<file path="config.mk">
export PLATFORM = sky130hd
export DESIGN_NAME = int_to_fp32
export DESIGN_NICKNAME = d
export VERILOG_FILES = /design/src/rtl/int_to_fp32_pkg.sv /design/src/rtl/int_to_fp32_clz64.sv /design/src/rtl/int_to_fp32.sv
export SDC_FILE = /design/constraint.sdc
export NUM_CORES = 1
export LEC_CHECK = 0
export CAP_MARGIN = 15
export CORE_UTILIZATION = 40
export DETAILED_ROUTE_END_ITERATION = 6
export GPL_ROUTABILITY_DRIVEN = 0
export PLACE_DENSITY = 0.73
export SLEW_MARGIN = 10
export SYNTH_ARGS = -nofsm -noshare
export SYNTH_HDL_FRONTEND = slang
export SYNTH_SLANG_ARGS = --single-unit
</file>
<file path="constraint.sdc">
create_clock -name clock -period 3.4 [get_ports clock]
set_clock_uncertainty 0.1 [all_clocks]
set_input_delay 0.51 -clock clock [delete_from_list [all_inputs] [get_ports clock]]
set_output_delay 0.51 -clock clock [all_outputs]
set_load 0.02 [all_outputs]
</file>
<file path="src/rtl/int_to_fp32_pkg.sv">
// Shared FPU constants for the integer-to-binary32 converter: rounding modes,
// fflags bit positions, io_op fields, FP32 format and the stage-1 payload.
package int_to_fp32_pkg;

  localparam logic [2:0] RM_RNE = 3'd0;
  localparam logic [2:0] RM_RTZ = 3'd1;
  localparam logic [2:0] RM_RDN = 3'd2;
  localparam logic [2:0] RM_RUP = 3'd3;
  localparam logic [2:0] RM_RMM = 3'd4;

  localparam int FFLAG_NX = 0;
  localparam int FFLAG_UF = 1;
  localparam int FFLAG_OF = 2;
  localparam int FFLAG_DZ = 3;
  localparam int FFLAG_NV = 4;

  localparam int OP_SIGNED = 0;
  localparam int OP_64     = 1;

  localparam int SRC_W      = 64;
  localparam int FP32_EXP_W = 8;
  localparam int FP32_MAN_W = 23;
  localparam int FP32_BIAS  = 127;

  typedef struct packed {
    logic                  sign;
    logic [FP32_EXP_W-1:0] exp;
    logic [FP32_MAN_W:0]   sig;
    logic                  guard;
    logic                  sticky;
    logic                  zero;
    logic [2:0]            rm;
  } s1_t;

  // Encodings 5-7 fall through to round-to-nearest-even.
  function automatic logic round_inc(input logic [2:0] rm, input logic sign,
                                     input logic lsb, input logic g, input logic s);
    logic inc;
    case (rm)
      RM_RTZ:  inc = 1'b0;
      RM_RDN:  inc = sign & (g | s);
      RM_RUP:  inc = ~sign & (g | s);
      RM_RMM:  inc = g;
      default: inc = g & (s | lsb);
    endcase
    return inc;
  endfunction

endpackage

</file>
<file path="src/rtl/int_to_fp32_clz64.sv">
// 64-bit leading-zero count; a zero input reports 64.
module int_to_fp32_clz64 (
  input  logic [63:0] in,
  output logic [6:0]  cnt
);

  always_comb begin
    cnt = 7'd64;
    for (int i = 0; i < 64; i++)
      if (in[i]) cnt = 7'(63 - i);
  end

endmodule

</file>
<file path="src/rtl/int_to_fp32.sv">
// Pipelined 32/64-bit signed/unsigned integer to IEEE binary32 converter.
// Define INT_TO_FP_ONE_STAGE_EN to drop the S1 register (1-cycle latency).
module int_to_fp32
  import int_to_fp32_pkg::*;
(
  input  logic        clock,
  input  logic        reset,
  input  logic        io_flush,
  input  logic        io_in_valid,
  output logic        io_in_ready,
  input  logic [63:0] io_int,
  input  logic [1:0]  io_op,
  input  logic [2:0]  io_rm,
  output logic        io_out_valid,
  input  logic        io_out_ready,
  output logic [31:0] io_result,
  output logic [4:0]  io_fflags
);

`ifdef INT_TO_FP_ONE_STAGE_EN
  localparam int STAGES = 1;
`else
  localparam int STAGES = 2;
`endif

  localparam logic [FP32_EXP_W-1:0] EXP_TOP = FP32_EXP_W'(FP32_BIAS + SRC_W - 1);

  logic [STAGES:0] vld_pipe;
  logic            s2_adv;

  // ---- stage 1: extend, magnitude, normalize ----
  logic [63:0] src, mag, norm;
  logic [6:0]  lz;
  logic        neg;
  s1_t         s1_d, s2_in;

  assign src  = io_op[OP_64] ? io_int
                             : {{32{io_op[OP_SIGNED] & io_int[31]}}, io_int[31:0]};
  assign neg  = io_op[OP_SIGNED] & src[63];
  assign mag  = neg ? (~src + 64'd1) : src;

  int_to_fp32_clz64 u_clz (.in(mag), .cnt(lz));

  assign norm = mag << lz;

  always_comb begin
    s1_d        = '0;
    s1_d.sign   = neg;
    s1_d.exp    = EXP_TOP - {1'b0, lz};
    s1_d.sig    = norm[63:40];
    s1_d.guard  = norm[39];
    s1_d.sticky = |norm[38:0];
    s1_d.zero   = (mag == 64'd0);
    s1_d.rm     = io_rm;
  end

  // ---- stage 2: round and pack ----
  logic                  inc;
  logic [FP32_MAN_W+1:0] sum;
  logic [FP32_EXP_W-1:0] exp_r;
  logic [31:0]           res_d;
  logic [4:0]            flags_d;

  assign inc   = round_inc(s2_in.rm, s2_in.sign, s2_in.sig[0], s2_in.guard, s2_in.sticky);
  assign sum   = {1'b0, s2_in.sig} + 25'(inc);
  assign exp_r = s2_in.exp + 8'(sum[24]);

  always_comb begin
    // Carry-out leaves sig = 0x800000, whose stored mantissa is all zeros.
    res_d            = s2_in.zero ? 32'd0
                                  : {s2_in.sign, exp_r, sum[24] ? 23'd0 : sum[22:0]};
    flags_d          = '0;
    flags_d[FFLAG_NX] = s2_in.guard | s2_in.sticky;
  end

  // ---- flow control ----
  assign vld_pipe[0]  = io_in_valid;
  assign io_out_valid = vld_pipe[STAGES];
  assign s2_adv       = ~vld_pipe[STAGES] | io_out_ready;

`ifdef INT_TO_FP_ONE_STAGE_EN
  assign io_in_ready = s2_adv;
  assign s2_in       = s1_d;

  always_ff @(posedge clock or negedge reset) begin
    if (!reset)        vld_pipe[1] <= 1'b0;
    else if (io_flush) vld_pipe[1] <= 1'b0;
    else if (s2_adv)   vld_pipe[1] <= vld_pipe[0];
  end

  always_ff @(posedge clock or negedge reset) begin
    if (!reset) begin
      io_result <= '0;
      io_fflags <= '0;
    end else if (s2_adv && vld_pipe[0]) begin
      io_result <= res_d;
      io_fflags <= flags_d;
    end
  end
`else
  s1_t s1_q;

  assign io_in_ready = ~vld_pipe[1] | s2_adv;
  assign s2_in       = s1_q;

  always_ff @(posedge clock or negedge reset) begin
    if (!reset) begin
      vld_pipe[1] <= 1'b0;
      vld_pipe[2] <= 1'b0;
    end else if (io_flush) begin
      vld_pipe[1] <= 1'b0;
      vld_pipe[2] <= 1'b0;
    end else begin
      if (io_in_ready) vld_pipe[1] <= vld_pipe[0];
      if (s2_adv)      vld_pipe[2] <= vld_pipe[1];
    end
  end

  always_ff @(posedge clock or negedge reset) begin
    if (!reset)                        s1_q <= '0;
    else if (io_in_ready && vld_pipe[0]) s1_q <= s1_d;
  end

  always_ff @(posedge clock or negedge reset) begin
    if (!reset) begin
      io_result <= '0;
      io_fflags <= '0;
    end else if (s2_adv && vld_pipe[1]) begin
      io_result <= res_d;
      io_fflags <= flags_d;
    end
  end
`endif

endmodule
</file>
==> summary.txt, run 1 <==
Synth area leaders: dfrtp_1 16%, mux2i_1 8.1%, nand2_1 7.3%, o21ai_0 6.5%, nor2_1 5.2%
Syn Std Cell Area: 11700 µm²
Die Width: 173 µm
Status: did not finish
All-Layer GR Usage: 64.2%
FF+latch count, synth: 74
Synth Warn #: 0
Post-synth EDFFs: 0
Stop stage: 5_1_grt
Detailed placement HPWL: 39400 µm
Tool Error: [ERROR GRT-0232] Routing congestion too high. Check the congestion heatmap in the GUI.
Worst endpoint type: register data pin
Top cell type's share of synthesized area: 15.9%
Chip Height: 173 µm
Clock sinks: 74
Synth Area per Inst: 6.97 µm²
Sequential area share after synthesis: 15.9%
Placed cell count: 2591
Largest net degree at the start of global routing: 41
Total grt overflow: 7
Root buffer cell: clkbuf_16
Initial Util: 40.6%
Dominant cell type by area after synthesis: dfrtp_1
Grt repair worst endpoint: s1_q[4]$_DFFE_PN0P_/D
Number of library cell types mapped by synthesis: 104
Top FF cell, synth: dfrtp_1
Cells after synthesis: 1672
Num CTS Buffers: 9
H-tree depth: 3
Num ports: 113
Ys async rst share: 100%
CTS Buffer Depth: 2
PortBufs: 108
CTS Hold Buffers Added: 0
Row count: 62
==> per-stage QoR <==
| step | cell area, µm² | setup slack, ps |
|---|---|---|
| global placement | 17400 | -2570 |
| floorplan | 12200 | -1750 |
| detailed placement | 17400 | -2690 |
| CTS | 19900 | -1770 |
==> cells by family after synthesis <==
kind of cell | share of synthesized area (%)
other | 0.0322
AND/OR/NAND/NOR | 29.3
adder cells (fa/ha/maj) | 0.644
AO/OA/AOI/OAI | 30.0
XOR/XNOR | 6.60
buffers and inverters | 5.98
flip-flops | 15.9
multiplexers | 11.5
==> synthesized netlist by cell type, drive strengths merged (14+ instances only) <==
cell type / count
and2: 14
a211oi: 37
dfrtp: 74
nand2: 228
nor4: 28
and3: 20
buf: 51
nor2: 160
mux2i: 94
a21oi: 106
o31ai: 14
clkbuf: 82
nand2b: 22
nor3: 60
a21o: 15
nand4: 30
o22ai: 14
mux2: 33
xnor2: 49
o211ai: 22
a31oi: 26
a22oi: 14
inv: 23
nand3: 60
o21ai: 158
xor2: 38
==> what timing repair did <==
| action | in CTS |
|---|---|
| resized for setup | 475 |
| endpoints found under the setup margin | 65 |
| cloned | 5 |
| pin swaps | 99 |
| setup buffers | 93 |
==> per-layer routing <==
metal	overflow	track usage [%]
met1	1	62.8
met2	4	79.9
met3	0	52.6
met4	2	64.1
met5	0	14.1
==> inputs of run 2 (changes only) <==
- CORE_UTILIZATION: 40 -> 25
- PLACE_DENSITY: 0.73 -> default
- PLACE_DENSITY_LB_ADDON: default -> 0.15
- clock period: 3.4 -> 4.4 ns (I/O delays scaled with it)
==> run 2 against run 1 <==
The flow now finishes, with violations (setup timing). Synthesized cell count stayed put. Synthesized area unchanged.
==> summary.txt, run 2 <==
Seq pwr share: 14.6%
Worst path top cell family by delay: simple AND/OR/NAND/NOR gates
Core area: 45700 µm²
Reg-to-Reg Start: s1_q[38]
# setup viols final: 32
Count leader, synth: nand2_1 (unchanged)
Total chip power: 0.00690 W
Status: finished with violations (was did not finish)
Final setup margin: -982 ps
DR WL met3: 2420 µm
Max_cap viols: 0
Crit-path cells: buf_6 > or4_4 > nor4b_2 > o221a_2 > buf_4 > a41oi_4 > xnor2_2 > or4_4 > nor4_4 > buf_4 > a22o_4 > buf_6 > mux2i_4 > nor3_4 > a221oi_4 > mux2i_2 > o32ai_1 > a31o_2 > or4_4 > nor4_4 > a31oi_1
Clk Latency, worst-skew pair: 330 ps
Initial Util: 25.5% (was 40.6%)
Final worst path period share: 122%
P_leak: 9.26 nW
Most frequent cells in the layout: 624 x buf_4, 204 x nand2_1, 135 x nor2_1, 88 x o21ai_0
First-pass GRT wire length: 88400 µm
Num CTS Buffers: 9 (unchanged)
Top Layer Used: met4
Layout cells sized above 1: 49.3%
Root buffer cell: clkbuf_16 (unchanged)
FF+latch count, synth: 74 (unchanged)
CP max stage cell: or4_4
Worst EP arrival: 5480 ps
Largest net degree at the start of global routing: 75
Ys async rst share: 100% (unchanged)
CTS Buffer Depth: 2 (unchanged)
WL met1: 25700 µm
Synth Area per Inst: 6.97 µm² (unchanged)
Initial antenna violation count: 0
FF-to-FF setup slack: 410 ps
Tmin final: 5380 ps
CTS Hold Buffers Added: 0 (unchanged)
Largest regs: s1_q: 39 flops, io_result: 32 flops
Relative slew slack: 37.3%
Filler cells: 4503
CP startpoint kind: input port
Row count: 78 (was 62)
Most frequent CP cell: or4_4
Final hold violations: 0
Cells after synthesis: 1672 (unchanged)
Internal: 0.00391 W
Placed cell count: 2853 (was 2591)
Die area: 47500 µm²
CTS clk-pin slew, worst paths: 60 ps
Clock sinks: 74 (unchanged)
Fmax: 0.186 GHz
Commonest non-fill, non-tap cell in the layout: buf_4
Detailed-route wire length: 57600 µm
Top FF cell, synth: dfrtp_1 (unchanged)
Worst Setup End Kind: flop
Synth Warn #: 0 (unchanged)
Violated checks: setup timing
Sequential area share after synthesis: 15.9% (unchanged)
Unrepaired setup endpoints after global routing: true
Via total after detailed routing: 16000
DRC Markers: 0
WL per Instance: 19.2 µm
Top cell type's share of synthesized area: 15.9% (unchanged)
Syn Std Cell Area: 11700 µm² (unchanged)
Post-synth EDFFs: 0 (unchanged)
Area grow syn2layout: 87.1%
DRT Pass-1 Iters: 6
Post-Layout Cell Count: 3002
Power per cell area: 316 nW/µm²
Antenna Violating Nets Remaining: 0
Layout Nets: 2477
Biggest register: s1_q
Chip Height: 218 µm (was 173 µm)
Hold Startpoint: io_result[8]
Slew @ Worst Pin: 940 ps
Die Width: 218 µm (was 173 µm)
DR iter-0 viols: 1318
Synth top cells by count: 226 x nand2_1, 160 x nor2_1, 152 x o21ai_0, 106 x a21oi_1, 94 x mux2i_1 (unchanged)
Worst Hold Class: flop to flop
Comb power frac: 74.2%
CTS tree: yes
Setup CP Type: input port to flop
Detailed placement HPWL: 44900 µm (was 39400 µm)
Dominant cell type by area after synthesis: dfrtp_1 (unchanged)
Met2 WL post-DR: 27100 µm
Buf/Inv on CP: 4
H-tree depth: 3 (unchanged)
Antenna cells: 0
All-Layer GR Usage: 23.3%
Sw Ratio: 43.3%
Clock power frac: 11.2%
Total grt overflow: 0
Num ports: 113 (unchanged)
CP max stage delay: 570 ps
Worst VDD drop: 253 µV
Crit path from: io_int[51]
Net Switching: 0.00299 W
PortBufs: 108 (unchanged)
Required @ worst endpoint: 4490 ps
Final Max Slew Viols: 0
Setup Total Neg Slack: -20450 ps
Vias in the first global route: 15900
Via-per-instance ratio: 5.32
Number of library cell types mapped by synthesis: 104 (unchanged)
Synth area leaders: dfrtp_1 16%, mux2i_1 8.1%, nand2_1 7.3%, o21ai_0 6.5%, nor2_1 5.2% (unchanged)
Worst-path fanout max: 7
Max reg flops: 39
run 2: layout make-up:
class	instances	area [µm²]	share of cell area (%)
Tap cell	600	751	3.44
Sequential cell	74	1850	8.49
Inverter	24	133	0.608
Timing Repair Buffer	843	7190	33.0
Clock buffer	9	225	1.03
Multi-Input combinational cell	1445	11600	53.0
Clock inverter	7	91.3	0.419
run 2: power groups by stage:
stage | registers, W | logic [W] | clock network (W)
2_1_floorplan | 0.00110 | 0.00189 | 0
3_3_place_gp | 0.00101 | 0.00384 | 0
3_5_place_dp | 0.00102 | 0.00385 | 0
4_1_cts | 0.00101 | 0.00461 | 0.000790
5_1_grt | 0.00104 | 0.00542 | 0.000823
6_report | 0.00101 | 0.00512 | 0.000771
run 2: cell families after synthesis:
group	share of synthesized area [%]
AO/OA/AOI/OAI	30.0
flip-flops	15.9
AND/OR/NAND/NOR	29.3
buffers and inverters	5.98
multiplexers	11.5
other	0.0322
adder cells (fa/ha/maj)	0.644
XOR/XNOR	6.60
run 2: worst paths after layout:
kind	end	depth (start not counted)
max	s1_q[4]	21
min	io_result[8]	2
max reg2reg	io_result[29]	21
min reg2reg	io_result[8]	2
max in group asynchronous	io_result[9]	1
min in group asynchronous	io_result[0]	1
run 2: metal layers:
layer	global-route usage, %	vias to the layer above
met1	30.8	7577
met2	39.3	544
met4	9.09	0
met3	1.42	128
met5	0	-
li1	-	7709
run 2: stage by stage:
step / setup WS, ps / hold WS, ps / instance area [µm²] / utilization, %
global placement: -2020 / 362 / 17900 / 39.2
detailed placement: -2070 / 370 / 17900 / 39.2
global route: -1100 / 416 / 21800 / 47.7
floorplan: -901 / 264 / 12200 / -
CTS: -903 / 382 / 20600 / 45.0
finish: -982 / 374 / 21800 / 47.7
run 2: worst register-to-register path, delay by kind of cell (launching register included):
family          cells  cell delay, ps
compound gates      2             220
xor+xnor            2             300
fa+ha+maj           4             730
flops               1             420
simple gates       13            2140
run 2: timing repair:
| action | CTS | global route |
|---|---|---|
| resized for setup | 513 | 220 |
| cloned | 4 | 1 |
| pin swaps | 133 | 100 |
| buffers inserted | 101 | 40 |
| setup endpoints to repair | 34 | 37 |
Power figures use the tool's default switching activity.
==> inputs of run 3 (changes only) <==
- ABC_AREA: default -> 0
==> results of run 3 <==
Final layout, timing and power as in run 2 (identical DEF).
